## src/rtl/uart_tx_fifo.sv

```systemverilog
// uart_tx_fifo: circular byte FIFO feeding uart_tx with a level-held valid/byte pair.
// Optional UART_TX_FIFO_LEVEL_EN adds o_Level and o_AlmostFull outputs.
module uart_tx_fifo #(
  parameter int DATA_WIDTH = 8,
  parameter int DEPTH_LOG2 = 4
) (
  input  logic                  i_SysClock,
  input  logic                  i_Reset,
  input  logic                  i_WrValid,
  input  logic [DATA_WIDTH-1:0] i_WrByte,
  output logic                  o_WrReady,
  output logic                  o_Overflow,
  output logic                  o_Full,
  output logic                  o_Empty,
  output logic                  o_TxValid,
  output logic [DATA_WIDTH-1:0] o_TxByte,
`ifdef UART_TX_FIFO_LEVEL_EN
  output logic [DEPTH_LOG2:0]   o_Level,
  output logic                  o_AlmostFull,
`endif
  input  logic                  i_TxDone
);

  localparam int DEPTH = 2 ** DEPTH_LOG2;
  localparam logic [DEPTH_LOG2:0] DEPTH_CNT =
    (DEPTH_LOG2 + 1)'(DEPTH);

  typedef enum logic [1:0] {
    IDLE,
    SEND,
    GAP
  } txState_t;

  logic [DATA_WIDTH-1:0] mem [DEPTH];
  logic [DEPTH_LOG2-1:0] wrPtr;
  logic [DEPTH_LOG2-1:0] rdPtr;
  logic [DEPTH_LOG2:0]   count;
  txState_t              state;
  txState_t              stateNext;
  logic                  wrFire;
  logic                  popFire;

  // Flags come straight from the occupancy count.
  assign o_Full    = (count == DEPTH_CNT);
  assign o_Empty   = (count == '0);
  assign o_WrReady = ~o_Full;
  assign wrFire    = i_WrValid & o_WrReady;

`ifdef UART_TX_FIFO_LEVEL_EN
  localparam logic [DEPTH_LOG2:0] ALMOST_CNT =
    DEPTH_CNT - (DEPTH_LOG2 + 1)'(2);

  assign o_Level      = count;
  assign o_AlmostFull = (count >= ALMOST_CNT);
`endif

  // Next-state logic: pop only when leaving IDLE with data queued.
  always_comb begin
    stateNext = state;
    popFire   = 1'b0;
    case (state)
      IDLE: begin
        if (count != '0) begin
          popFire   = 1'b1;
          stateNext = SEND;
        end
      end
      SEND: begin
        if (i_TxDone) begin
          stateNext = GAP;
        end
      end
      GAP: begin
        stateNext = IDLE;
      end
      default: begin
        stateNext = IDLE;
      end
    endcase
  end

  // State register and the held byte/valid toward uart_tx.
  always_ff @(posedge i_SysClock) begin
    if (i_Reset) begin
      state     <= IDLE;
      o_TxValid <= 1'b0;
      o_TxByte  <= '0;
    end else begin
      state     <= stateNext;
      o_TxValid <= (stateNext == SEND);
      if (popFire) begin
        o_TxByte <= mem[rdPtr];
      end
    end
  end

  // Storage array; stale contents are harmless once count is cleared.
  always_ff @(posedge i_SysClock) begin
    if (wrFire) begin
      mem[wrPtr] <= i_WrByte;
    end
  end

  // Pointers, occupancy and the dropped-write pulse.
  always_ff @(posedge i_SysClock) begin
    if (i_Reset) begin
      wrPtr      <= '0;
      rdPtr      <= '0;
      count      <= '0;
      o_Overflow <= 1'b0;
    end else begin
      o_Overflow <= i_WrValid & o_Full;
      if (wrFire) begin
        wrPtr <= wrPtr + 1'b1;
      end
      if (popFire) begin
        rdPtr <= rdPtr + 1'b1;
      end
      case ({wrFire, popFire})
        2'b10:   count <= count + 1'b1;
        2'b01:   count <= count - 1'b1;
        default: count <= count;
      endcase
    end
  end

endmodule

```

## config.mk

```make
export PLATFORM = sky130hd
export DESIGN_NAME = uart_tx_fifo
export DESIGN_NICKNAME = d
export VERILOG_FILES = /design/src/rtl/uart_tx_fifo.sv
export SDC_FILE = /design/constraint.sdc
export NUM_CORES = 1
export LEC_CHECK = 0
export ABC_CLOCK_PERIOD_IN_PS = 3500
export BUFFER_PORTS_ARGS = -buffer_cell sky130_fd_sc_hd__buf_2
export CAP_MARGIN = 15
export CORE_MARGIN = 2
export CORE_UTILIZATION = 40
export DETAILED_ROUTE_END_ITERATION = 16
export GPL_TIMING_DRIVEN = 0
export SYNTH_ARGS = -nofsm -noshare
export SYNTH_HDL_FRONTEND = slang
export SYNTH_SLANG_ARGS = --single-unit
```

## constraint.sdc

```tcl
create_clock -name i_SysClock -period 3.5 [get_ports i_SysClock]
set_input_delay 0.175 -clock i_SysClock [delete_from_list [all_inputs] [get_ports i_SysClock]]
set_output_delay 0.175 -clock i_SysClock [all_outputs]
set_load 0.05 [all_outputs]
```

==> impl_metrics.csv <==
group,metric,value,unit
outcome,outcome,"finished, final reports clean",
pwr,switching_share,30.6,%
floorplanning,dieHeight,129,um
drt,drt_pre_antenna_iters,5,
pwr,power_density,720,mW/mm2
floorplanning,die_w,129,um
finish,num-nets-final,457,
global_routing,grt_pass1_vias,3298,
drt,routed_wire_length_per_instance,20.3,um
global_routing,grt_remaining_overflow,0,
drt,drt_wl_total,12.9,mm
critical_path,cp-end-kind,"flip-flop",
drt,vias_per_inst,5.38,
global_routing,maximum_number_of_pins_on_one_net_before_global_route_repair,17,
critical_path,slowest_cell_on_crit_path,"nor4_2",
finish,fillCellCount,1311,
timing,finalMaxSlewViolations,0,
yosys,synth-seq-cells,153,
timing,final_period_minus_worst_setup_slack,3.25,ns
global_routing,grtUsageTotal,16.6,%
timing,clock_skew,0.00666,ns
floorplanning,fp-row-count,45,
yosys,synth_edf_count,128,
drt,vias,3428,
finish,final_cell_mix,"128 x edfxtp_1, 47 x mux2i_1, 37 x nor2_1",
yosys,synth_largest_area_cell,"edfxtp_1",
pwr,power_frac_comb,25.4,%
finish,multi_input_comb_area,0.00173,mm2
finish,final_design_area_no_fill,0.00716,mm2
yosys,post_synth_num_cell_types,50,
yosys,synthDominantCellAreaShare,62.0,%
timing,fmax,0.308,GHz
yosys,synth_compound_gate_area_share,6.86,%
global_routing,first_pass_grt_wire_length,19.3,mm
floorplanning,core,0.0152,mm2
clock_network,clock_sinks,153,
timing,rsz_0062_raised_after_global_routing,"false",
timing,worst-slew-pin-transition,0.987,ns
finish,drive_above_1_share,19.4,%
critical_path,worst_path_dominant_cell_family,"compound AO/OA/AOI/OAI gates",
timing,maxSlewHeadroom,33.9,%
min_path,min_path_type,"in2reg",
timing,final_min_period_over_clock_period,92.9,%
placed_design,hpwl,8.54,mm
critical_path,max_stage_delay,0.48,ns
yosys,xor_xnor_portion_of_the_synthesized_cell_area,1.41,%
critical_path,cp.arrival,3.56,ns
pwr,leakagePower,2.39,nW
yosys,synth_ff_type,"edfxtp_1",
global_routing,antenna_violations_before_repair,0,
placed_design,gpl.final_weighted_congestion,0.784,
yosys,mappedNetlistArea,0.00620,mm2
pwr,power.ir.vdd_worst,0.630,mV
placed_design,io_buffers,23,
run,max-cap-violations,0,
yosys,seq_area_frac_synth,70.0,%
yosys,asyncSetResetFlopFracSynth,0,%
yosys,combinational_family_with_the_most_area_after_synthesis,"multiplexers",
drt,drt.antenna.violating_nets,0,
critical_path,cp_cell_sequence,"buf_6 -> nor4_2 -> a21boi_1 -> inv_1 -> ha_1 -> clkbuf_1 -> xor2_1 -> ha_1 -> o21a_1 -> o21a_1 -> o32ai_1 -> mux2_2",
critical_path,worstPathRequired,3.81,ns
finish,final-seq-area,0.00434,mm2
finish,area_delta_synth_final,15.4,%
floorplanning,floorplan.initialDensity,40.8,%
drt,drt_iter0_markers,259,
critical_path,critical_path.n_buffers_inverters,3,
floorplanning,io-pin-count,25,
yosys,proportion_of_synthesized_area_in_mux_cells,11.6,%
drt,drc,0,
pwr,power.internal,3.58,mW
clock_network,worst_setup_hold_path_clk_slew,0.06,ns
clock_network,clk_lat_worst_skew,0.42,ns
floorplanning,design.die.area,0.0165,mm2
clock_network,h-tree-depth,4,
yosys,synth.top_cells.by_area,"edfxtp_1 62%, dfxtp_1 8.1%, mux2i_1 7.6%, nor2_1 2.2%, o22ai_1 2.2%",
yosys,synth-adder-area-share,1.82,%
pwr,sequentialPowerShare,41.9,%
yosys,netlist_instances,389,
finish,final_util,47.1,%
yosys,synth_area_per_cell,15.9,um2
clock_network,cts_root_buffer,"clkbuf_16",
placed_design,cell_area_after_placement,0.00657,mm2
pwr,relative_contribution_of_the_clock_network_to_total_power,32.7,%
critical_path,cp_max_fo,9,
yosys,synth-warning-count,0,
clock_network,cts_tree,"built",
clock_network,clock_path_buffers,2,
yosys,post_synth_and_or_nand_nor_area_fraction,5.75,%
finish,final_common_cell,"edfxtp_1",
timing,finalHoldViolations,0,
critical_path,timing.critical_path.from_type,"flip-flop",
critical_path,critPathKind,"reg2reg",
pwr,p_total,5.16,mW
finish,insertedDiodeCount,0,
clock_network,total_cts_buffers,17,
yosys,synth_fp_nets,410,
timing,finalSetupViolations,0,
pwr,power_switching,1.58,mW
synthesized netlist by cell type (7+ instances only):
master and count:
buf_2 13, clkbuf_1 7, dfxtp_1 25, edfxtp_1 128
ha_1 9, mux2i_1 47, nand2_1 8, nor2_1 37
nor3_1 7, o22ai_1 22, xor2_1 8
stage by stage:
| step | instances | setup slack [ns] | hold slack (ns) | TNS (ns) |
|---|---|---|---|---|
| detailed placement | 601 | -0.0958 | 0.441 | -0.0958 |
| global placement | 600 | -0.0367 | 0.436 | -0.0367 |
| floorplan | 389 | 0.621 | 0.274 | 0 |
| global route | 637 | 0.0512 | 0.0825 | 0 |
| finish | 637 | 0.248 | 0.0723 | 0 |
| CTS | 634 | 0.0700 | 0.0553 | 0 |
repair_timing:
| item | CTS | global route |
|---|---|---|
| setup buffers | 0 | 3 |
| hold buffers | 1 | 0 |
| setup endpoints to repair | 1 | 1 |
| resized for setup | 1 | 1 |
| hold endpoints to repair | 1 | 0 |
| pin swaps | 0 | 1 |
state kept, by name (all words and copies together), names as in the netlist:
signal	count
count	5
o_Overflow	1
o_TxByte	8
wrPtr	4
mem	128
rdPtr	4
state	2
o_TxValid	1
worst reg2reg max path: stages (launching register included):
cell      delay [ns]
dfxtp_1         0.30
buf_6           0.13
nor4_2          0.48
a21boi_1        0.30
inv_1           0.15
ha_1            0.18
clkbuf_1        0.29
xor2_1          0.11
ha_1            0.23
o21a_1          0.17
o21a_1          0.17
o32ai_1         0.26
mux2_2          0.37
power by group through the flow:
stage	registers (mW)	logic (mW)	clock network (mW)
after floorplan	2.31	0.794	0
after global placement	2.19	1.22	0
after detailed placement	2.20	1.25	0
after CTS	2.16	1.27	1.71
after global routing	2.17	1.41	1.79
final	2.16	1.31	1.69
final cells by class:
class	count	share of cell area (%)
buffer	25	1.94
clock buffer	24	6.59
clock inverter	8	1.03
inverter	5	0.262
multi-input combinational	206	24.1
sequential	153	60.7
tap	188	3.28
timing repair buffer	28	2.13
cells by family (layout without fill, tap and decap cells):
kind of cell,Yosys count,after routing
mux,58,58
fa+ha+maj,9,9
xor+xnor,10,10
compound gates,56,56
buf+inv,30,90
flops,153,153
simple gates,73,73
per-layer routing:
metal | global-route usage, % | vias up | routed length (um)
li1 | - | 1620 | -
met1 | 22.1 | 1724 | 5900
met2 | 26.6 | 71 | 6310
met3 | 4.12 | 13 | 611
met4 | 6.14 | 0 | 125
met5 | 0 | - | 0
path summary, 6_finish.rpt:
path,from,endpoint,slack (ns),depth (start not counted)
worst max-delay path,count[1],count[4],0.25,12
worst min-delay path,i_WrValid,o_Overflow,0.07,2
worst max register to register,count[1],count[4],0.25,12
worst min register to register,state[0],state[1],0.48,2
(Power assumes the default switching activity.)
